File: src/rtl/tdm_demux_pkg.sv
// Shared constants, state encoding and shadow-select helper for the tdm_demux4 receiver.
package tdm_demux_pkg;

   localparam int NCH      = 4;
   localparam int IDX_W    = 2;
   localparam int ERRCNT_W = 8;

   typedef enum logic {
      HUNT = 1'b0,
      LOCK = 1'b1
   } state_t;

   // One-hot write enable for the shadow slot addressed by idx; the last channel has no slot.
   function automatic logic [NCH-2:0] shadow_sel(input logic [IDX_W-1:0] idx);
      logic [NCH-2:0] sel;
      sel = {(NCH-1){1'b0}};
      if (idx < IDX_W'(NCH-1)) begin
         sel[idx] = 1'b1;
      end else begin
         sel = {(NCH-1){1'b0}};
      end
      return sel;
   endfunction

endpackage

File: src/rtl/tdm_demux4_if.sv
// Serial-beat input and parallel-frame output bundle of tdm_demux4.
// err_cnt is present only when TDM_DEMUX_ERRCNT_EN is defined.
interface tdm_demux4_if #(parameter int DATA_W = 1);
   import tdm_demux_pkg::*;

   logic              in_valid;
   logic              in_sync;
   logic [DATA_W-1:0] din;
   logic [DATA_W-1:0] f0;
   logic [DATA_W-1:0] f1;
   logic [DATA_W-1:0] f2;
   logic [DATA_W-1:0] f3;
   logic              frame_valid;
   logic              locked;
   logic              sync_err;
`ifdef TDM_DEMUX_ERRCNT_EN
   logic [ERRCNT_W-1:0] err_cnt;
`endif

   modport master (
      output in_valid, in_sync, din,
      input  f0, f1, f2, f3, frame_valid, locked, sync_err
`ifdef TDM_DEMUX_ERRCNT_EN
      , input err_cnt
`endif
   );

   modport slave (
      input  in_valid, in_sync, din,
      output f0, f1, f2, f3, frame_valid, locked, sync_err
`ifdef TDM_DEMUX_ERRCNT_EN
      , output err_cnt
`endif
   );

endinterface

File: src/rtl/tdm_demux_ctrl.sv
// Framing FSM and channel index for tdm_demux4; emits shadow write enables,
// the frame-complete strobe and the framing-violation strobe for the current beat.
module tdm_demux_ctrl
   import tdm_demux_pkg::*;
(
   input  logic           clk,
   input  logic           rst,
   input  logic           in_valid,
   input  logic           in_sync,
   output logic [NCH-2:0] shadow_we,
   output logic           frame_done,
   output logic           sync_err,
   output logic           locked
);

   state_t           state_r;
   state_t           state_nxt_s;
   logic [IDX_W-1:0] idx_r;
   logic [IDX_W-1:0] idx_nxt_s;

   // Decode the current beat against state and index; idle cycles change nothing.
   always_comb begin
      state_nxt_s = state_r;
      idx_nxt_s   = idx_r;
      shadow_we   = {(NCH-1){1'b0}};
      frame_done  = 1'b0;
      sync_err    = 1'b0;
      if (in_valid) begin
         case (state_r)
            HUNT: begin
               if (in_sync) begin
                  shadow_we   = shadow_sel(IDX_W'(0));
                  idx_nxt_s   = IDX_W'(1);
                  state_nxt_s = LOCK;
               end else begin
                  idx_nxt_s   = IDX_W'(0);
               end
            end
            LOCK: begin
               if (in_sync) begin
                  // A sync mid-frame restarts the frame from this beat.
                  shadow_we = shadow_sel(IDX_W'(0));
                  idx_nxt_s = IDX_W'(1);
                  sync_err  = (idx_r != IDX_W'(0));
               end else if (idx_r == IDX_W'(0)) begin
                  sync_err    = 1'b1;
                  state_nxt_s = HUNT;
               end else if (idx_r == IDX_W'(NCH-1)) begin
                  frame_done = 1'b1;
                  idx_nxt_s  = IDX_W'(0);
               end else begin
                  shadow_we = shadow_sel(idx_r);
                  idx_nxt_s = idx_r + IDX_W'(1);
               end
            end
            default: begin
               state_nxt_s = HUNT;
               idx_nxt_s   = IDX_W'(0);
            end
         endcase
      end else begin
         state_nxt_s = state_r;
      end
   end

   // State, index and registered lock indication.
   always_ff @(posedge clk or posedge rst) begin
      if (rst) begin
         state_r <= HUNT;
         idx_r   <= IDX_W'(0);
         locked  <= 1'b0;
      end else begin
         state_r <= state_nxt_s;
         idx_r   <= idx_nxt_s;
         locked  <= (state_nxt_s == LOCK);
      end
   end

endmodule

File: src/rtl/tdm_demux4.sv
// 1-to-4 time-division demultiplexer: collects sync-framed serial beats into f0..f3.
// Define TDM_DEMUX_ERRCNT_EN to add a saturating sync-error counter (err_cnt).
module tdm_demux4
   import tdm_demux_pkg::*;
#(
   parameter int DATA_W = 1
)(
   input  logic         clk,
   input  logic         rst,
   tdm_demux4_if.slave  bus
);

   logic [NCH-2:0]    shadow_we_s;
   logic              frame_done_s;
   logic              sync_err_s;
   logic              locked_s;
   logic [DATA_W-1:0] shadow_r [NCH-1];
   logic [DATA_W-1:0] f_r [NCH];
   logic              frame_valid_r;
   logic              sync_err_r;

   tdm_demux_ctrl u_ctrl (
      .clk        (clk),
      .rst        (rst),
      .in_valid   (bus.in_valid),
      .in_sync    (bus.in_sync),
      .shadow_we  (shadow_we_s),
      .frame_done (frame_done_s),
      .sync_err   (sync_err_s),
      .locked     (locked_s)
   );

   // Shadow capture of channels 0..2, frame publish on the last beat, strobes.
   always_ff @(posedge clk or posedge rst) begin
      if (rst) begin
         for (int i = 0; i < NCH-1; i++) shadow_r[i] <= {DATA_W{1'b0}};
         for (int i = 0; i < NCH; i++)   f_r[i]      <= {DATA_W{1'b0}};
         frame_valid_r <= 1'b0;
         sync_err_r    <= 1'b0;
      end else begin
         for (int i = 0; i < NCH-1; i++) begin
            if (shadow_we_s[i]) shadow_r[i] <= bus.din;
         end
         if (frame_done_s) begin
            for (int i = 0; i < NCH-1; i++) f_r[i] <= shadow_r[i];
            f_r[NCH-1] <= bus.din;
         end
         frame_valid_r <= frame_done_s;
         sync_err_r    <= sync_err_s;
      end
   end

   assign bus.f0          = f_r[0];
   assign bus.f1          = f_r[1];
   assign bus.f2          = f_r[2];
   assign bus.f3          = f_r[3];
   assign bus.frame_valid = frame_valid_r;
   assign bus.sync_err    = sync_err_r;
   assign bus.locked      = locked_s;

`ifdef TDM_DEMUX_ERRCNT_EN
   logic [ERRCNT_W-1:0] err_cnt_r;

   // Saturating count of framing violations since reset.
   always_ff @(posedge clk or posedge rst) begin
      if (rst) begin
         err_cnt_r <= {ERRCNT_W{1'b0}};
      end else if (sync_err_s && (err_cnt_r != {ERRCNT_W{1'b1}})) begin
         err_cnt_r <= err_cnt_r + ERRCNT_W'(1);
      end else begin
         err_cnt_r <= err_cnt_r;
      end
   end

   assign bus.err_cnt = err_cnt_r;
`endif

endmodule

File: src/flat_wrapper.sv
// flat-port wrapper written by rule: the top's interface ports become plain ports
module tdm_demux4_flat import tdm_demux_pkg::*;
#(
   parameter int DATA_W = 1
)
  (clk, rst, bus_in_valid, bus_in_sync, bus_din, bus_f0, bus_f1, bus_f2, bus_f3, bus_frame_valid, bus_locked, bus_sync_err);
  tdm_demux4_if #(.DATA_W(DATA_W)) bus_i ();
  input  logic clk;
  input  logic rst;
  input wire logic [$bits(bus_i.in_valid)-1:0] bus_in_valid;
  input wire logic [$bits(bus_i.in_sync)-1:0] bus_in_sync;
  input wire logic [$bits(bus_i.din)-1:0] bus_din;
  output wire logic [$bits(bus_i.f0)-1:0] bus_f0;
  output wire logic [$bits(bus_i.f1)-1:0] bus_f1;
  output wire logic [$bits(bus_i.f2)-1:0] bus_f2;
  output wire logic [$bits(bus_i.f3)-1:0] bus_f3;
  output wire logic [$bits(bus_i.frame_valid)-1:0] bus_frame_valid;
  output wire logic [$bits(bus_i.locked)-1:0] bus_locked;
  output wire logic [$bits(bus_i.sync_err)-1:0] bus_sync_err;
  assign bus_i.in_valid = bus_in_valid;
  assign bus_i.in_sync = bus_in_sync;
  assign bus_i.din = bus_din;
  assign bus_f0 = bus_i.f0;
  assign bus_f1 = bus_i.f1;
  assign bus_f2 = bus_i.f2;
  assign bus_f3 = bus_i.f3;
  assign bus_frame_valid = bus_i.frame_valid;
  assign bus_locked = bus_i.locked;
  assign bus_sync_err = bus_i.sync_err;
  tdm_demux4 #(.DATA_W(DATA_W)) u_core (.clk(clk), .rst(rst), .bus(bus_i));
endmodule
File: config.mk
export PLATFORM = sky130hd
export DESIGN_NAME = tdm_demux4_flat
export DESIGN_NICKNAME = d
export VERILOG_FILES = /design/src/rtl/tdm_demux_pkg.sv /design/src/rtl/tdm_demux4_if.sv /design/src/rtl/tdm_demux_ctrl.sv /design/src/rtl/tdm_demux4.sv /design/src/flat_wrapper.sv
export SDC_FILE = /design/constraint.sdc
export NUM_CORES = 1
export LEC_CHECK = 0
export BUFFER_PORTS_ARGS = -buffer_cell sky130_fd_sc_hd__buf_2
export CORE_AREA = 2 2 39 41
export DETAILED_ROUTE_END_ITERATION = 7
export DIE_AREA = 0 0 41 43
export PLACE_DENSITY = 0.7
export SYNTH_ARGS = -nofsm -noshare
export SYNTH_HDL_FRONTEND = slang
export SYNTH_SLANG_ARGS = --single-unit
export TNS_END_PERCENT = 50
File: constraint.sdc
create_clock -name clk -period 1.55 [get_ports clk]
set_input_delay 0.31 -clock clk [delete_from_list [all_inputs] [get_ports clk]]
set_output_delay 0.31 -clock clk [all_outputs]
set_load 0.03 [all_outputs]
==> flow_summary.json <==
{
  "status": "complete, no violations",
  "clkSinkCount": 12,
  "cp_top_family": "flip-flops",
  "reg2regPathDepth": 4,
  "gp_congestion": 0.654,
  "reg.largest.list": "u_core.shadow_r: 3 flops, u_core.u_ctrl.idx_r: 2 flops",
  "clkSlewWorstSetupHoldPaths_ps": 70,
  "max_freq_mhz": 704,
  "grt_pass1_vias": 372,
  "setup_tns_ps": 0,
  "power_density_nw_per_um2": 1760,
  "grt_antenna_before_repair": 0,
  "num_vias": 403,
  "dp_hpwl_um": 723,
  "drc": 0,
  "ys_types": 20,
  "synth_fp_nets": 60,
  "worstSetupPathType": "flop to output pin",
  "fin_skew_ps": 2.37,
  "synth_area_per_cell_um2": 12.9,
  "firstDrtPassIters": 4,
  "hold_viol": 0,
  "post-route-util": 0.513,
  "largest_register_ffs": 3,
  "rsz0062_at_grt": "no",
  "diodes": 0,
  "ios": 12,
  "reg2reg_slack_ps": 180,
  "fin_crit_ps": 1420,
  "area_delta_synth_final_pct": 12.5,
  "final_nets": 74,
  "die_area_um2": 1760,
  "routedWlPerCell_um": 12.5,
  "start_util": 0.456,
  "holdCritPathClass": "input pin to async pin",
  "max_cap_violations": 0,
  "synthCells": 49,
  "critPathCaptureType": "output pin",
  "wl_met1_um": 416,
  "fillers": 142,
  "insertion_delay_ps": 270,
  "routed_wl_um": 965,
  "wl_met3_um": 44,
  "path_max_fanout": 11,
  "path_cells": "buf_2",
  "cp-start-kind": "flop",
  "seq_area_frac_synth": 0.476,
  "std_cell_rows": 14,
  "dr.max_layer_used": "met4",
  "port-buffer-count": 11,
  "htreeDepth": 1,
  "finish.instance_area_um2": 709,
  "finalPower_mw": 1.25,
  "place_area_um2": 687,
  "r2r-end": "u_core.u_ctrl.idx_r[0]",
  "core_area_um2": 1380,
  "finalMaxSlewViolations": 0,
  "grt_remaining_overflow": 0,
  "timing.final.crit_share": 0.917,
  "maxSlewHeadroom": 0.696,
  "grt_pass1_wl_um": 1640,
  "cts_tree": "done",
  "reg2reg_from": "u_core.u_ctrl.idx_r[0]",
  "met2RoutedLength_um": 460,
  "power.leakage_nw": 0.374,
  "irDropWorstVdd_uv": 824,
  "synth_area_um2": 631,
  "setup_viol": 0,
  "worst_pin_slew_ps": 455,
  "cts_setup_buffers": 0,
  "clockRootBuffer": "clkbuf_4",
  "globalRouteTotalUtil": 0.154,
  "die_height_um": 43,
  "antenna_left": 0,
  "synth_area_leader_cell": "dfrtp_1",
  "cpMaxStageDelayCell": "dfrtp_1",
  "yosysWarnings": 0,
  "slowest_delay_ps": 570,
  "crit_arrival_ps": 1110,
  "postCtsHoldBufs": 0,
  "cp.required_ps": 1240,
  "drive_above_1_share": 0.279,
  "ctsResizeCount": 0,
  "clockBufferDepth": 2,
  "yosysTopAreaCellShare": 0.476,
  "largest_register": "u_core.shadow_r",
  "die_w_um": 41,
  "numCtsBuffers": 3,
  "cp_num_buf_inv": 1,
  "grt_max_degree": 13,
  "avgViaCountPerCell": 5.23,
  "drtIter0Drc": 4,
  "netlist_top_cells_area": "dfrtp_1, ha_1, mux2_1",
  "synth-seq-cells": 12
}
==> cell families (layout without fill, tap and decap cells) <==
kind of cell    Yosys count  in the layout  share of synthesized area
compound gates            4              4                     0.0437
fa+ha+maj                 6              6                      0.119
buf+inv                   7             19                     0.0595
flops                    12             12                      0.476
mux                       8              8                      0.149
simple gates             12             12                      0.153
==> metal layers <==
metal	vias to the layer above	GRT usage
met2	9	0.216
met1	194	0.174
li1	196	-
met3	4	0.0471
met5	-	0
met4	0	0.140
==> cell usage in the layout (no fill, tap or decap), drive strengths merged <==
cell type and instances:
dfrtp 12, and3 1, nand3b 1, nor4b 1
nand4b 4, clkbuf 3, ha 6, a31oi 1
mux2 8, buf 11, a21oi 1, nand2 2
o211ai 1, nor2 1, nand2b 2, inv 5
a211o 1
==> Yosys cell counts, drive strengths merged <==
cell / number
nand2b: 2
and3: 1
buf: 2
dfrtp: 12
ha: 6
a21oi: 1
nor4b: 1
a31oi: 1
inv: 5
a211o: 1
nand3b: 1
nand4b: 4
nand2: 2
o211ai: 1
nor2: 1
mux2: 8
==> report_power, final <==
part	leakage (nW)	internal, mW	total (mW)	switching, mW
Combinational	0.212	0.206	0.504	0.298
Sequential	0.148	0.437	0.555	0.118
Clock	0.0138	0.0900	0.189	0.0989
Total	0.374	0.733	1.25	0.515
==> worst max-delay path by stage <==
stage / startpoint / endpoint / slack, ps / cells after the start
floorplan: u_core.u_ctrl.state_r / u_core.bus.f0 / 270 / 3
global placement: u_core.u_ctrl.idx_r[0] / u_core.u_ctrl.idx_r[0] / 230 / 4
detailed placement: u_core.u_ctrl.idx_r[0] / u_core.u_ctrl.idx_r[0] / 190 / 4
CTS: u_core.u_ctrl.state_r / bus_locked / 120 / 1
global route: u_core.u_ctrl.idx_r[0] / u_core.u_ctrl.idx_r[0] / 30 / 4
finish: u_core.u_ctrl.state_r / bus_locked / 130 / 1
==> stage by stage <==
step / cells / hold WS, ps / setup WS [ps]
after floorplan: 49 / 175 / 267
after global placement: 74 / 340 / 226
after detailed placement: 74 / 342 / 191
after CTS: 77 / 43.7 / 116
after global routing: 77 / 62.5 / 34.6
final: 77 / 31.6 / 129
==> cell type report <==
class / count / area [µm²] / share of cell area
inverter: 5 / 18.8 / 0.0265
clock buffer: 3 / 22.5 / 0.0317
sequential: 12 / 300 / 0.423
timing repair buffer: 11 / 55.1 / 0.0776
multi-input combinational: 30 / 293 / 0.413
tap: 16 / 20.0 / 0.0282
Power figures use the tool's default switching activity.
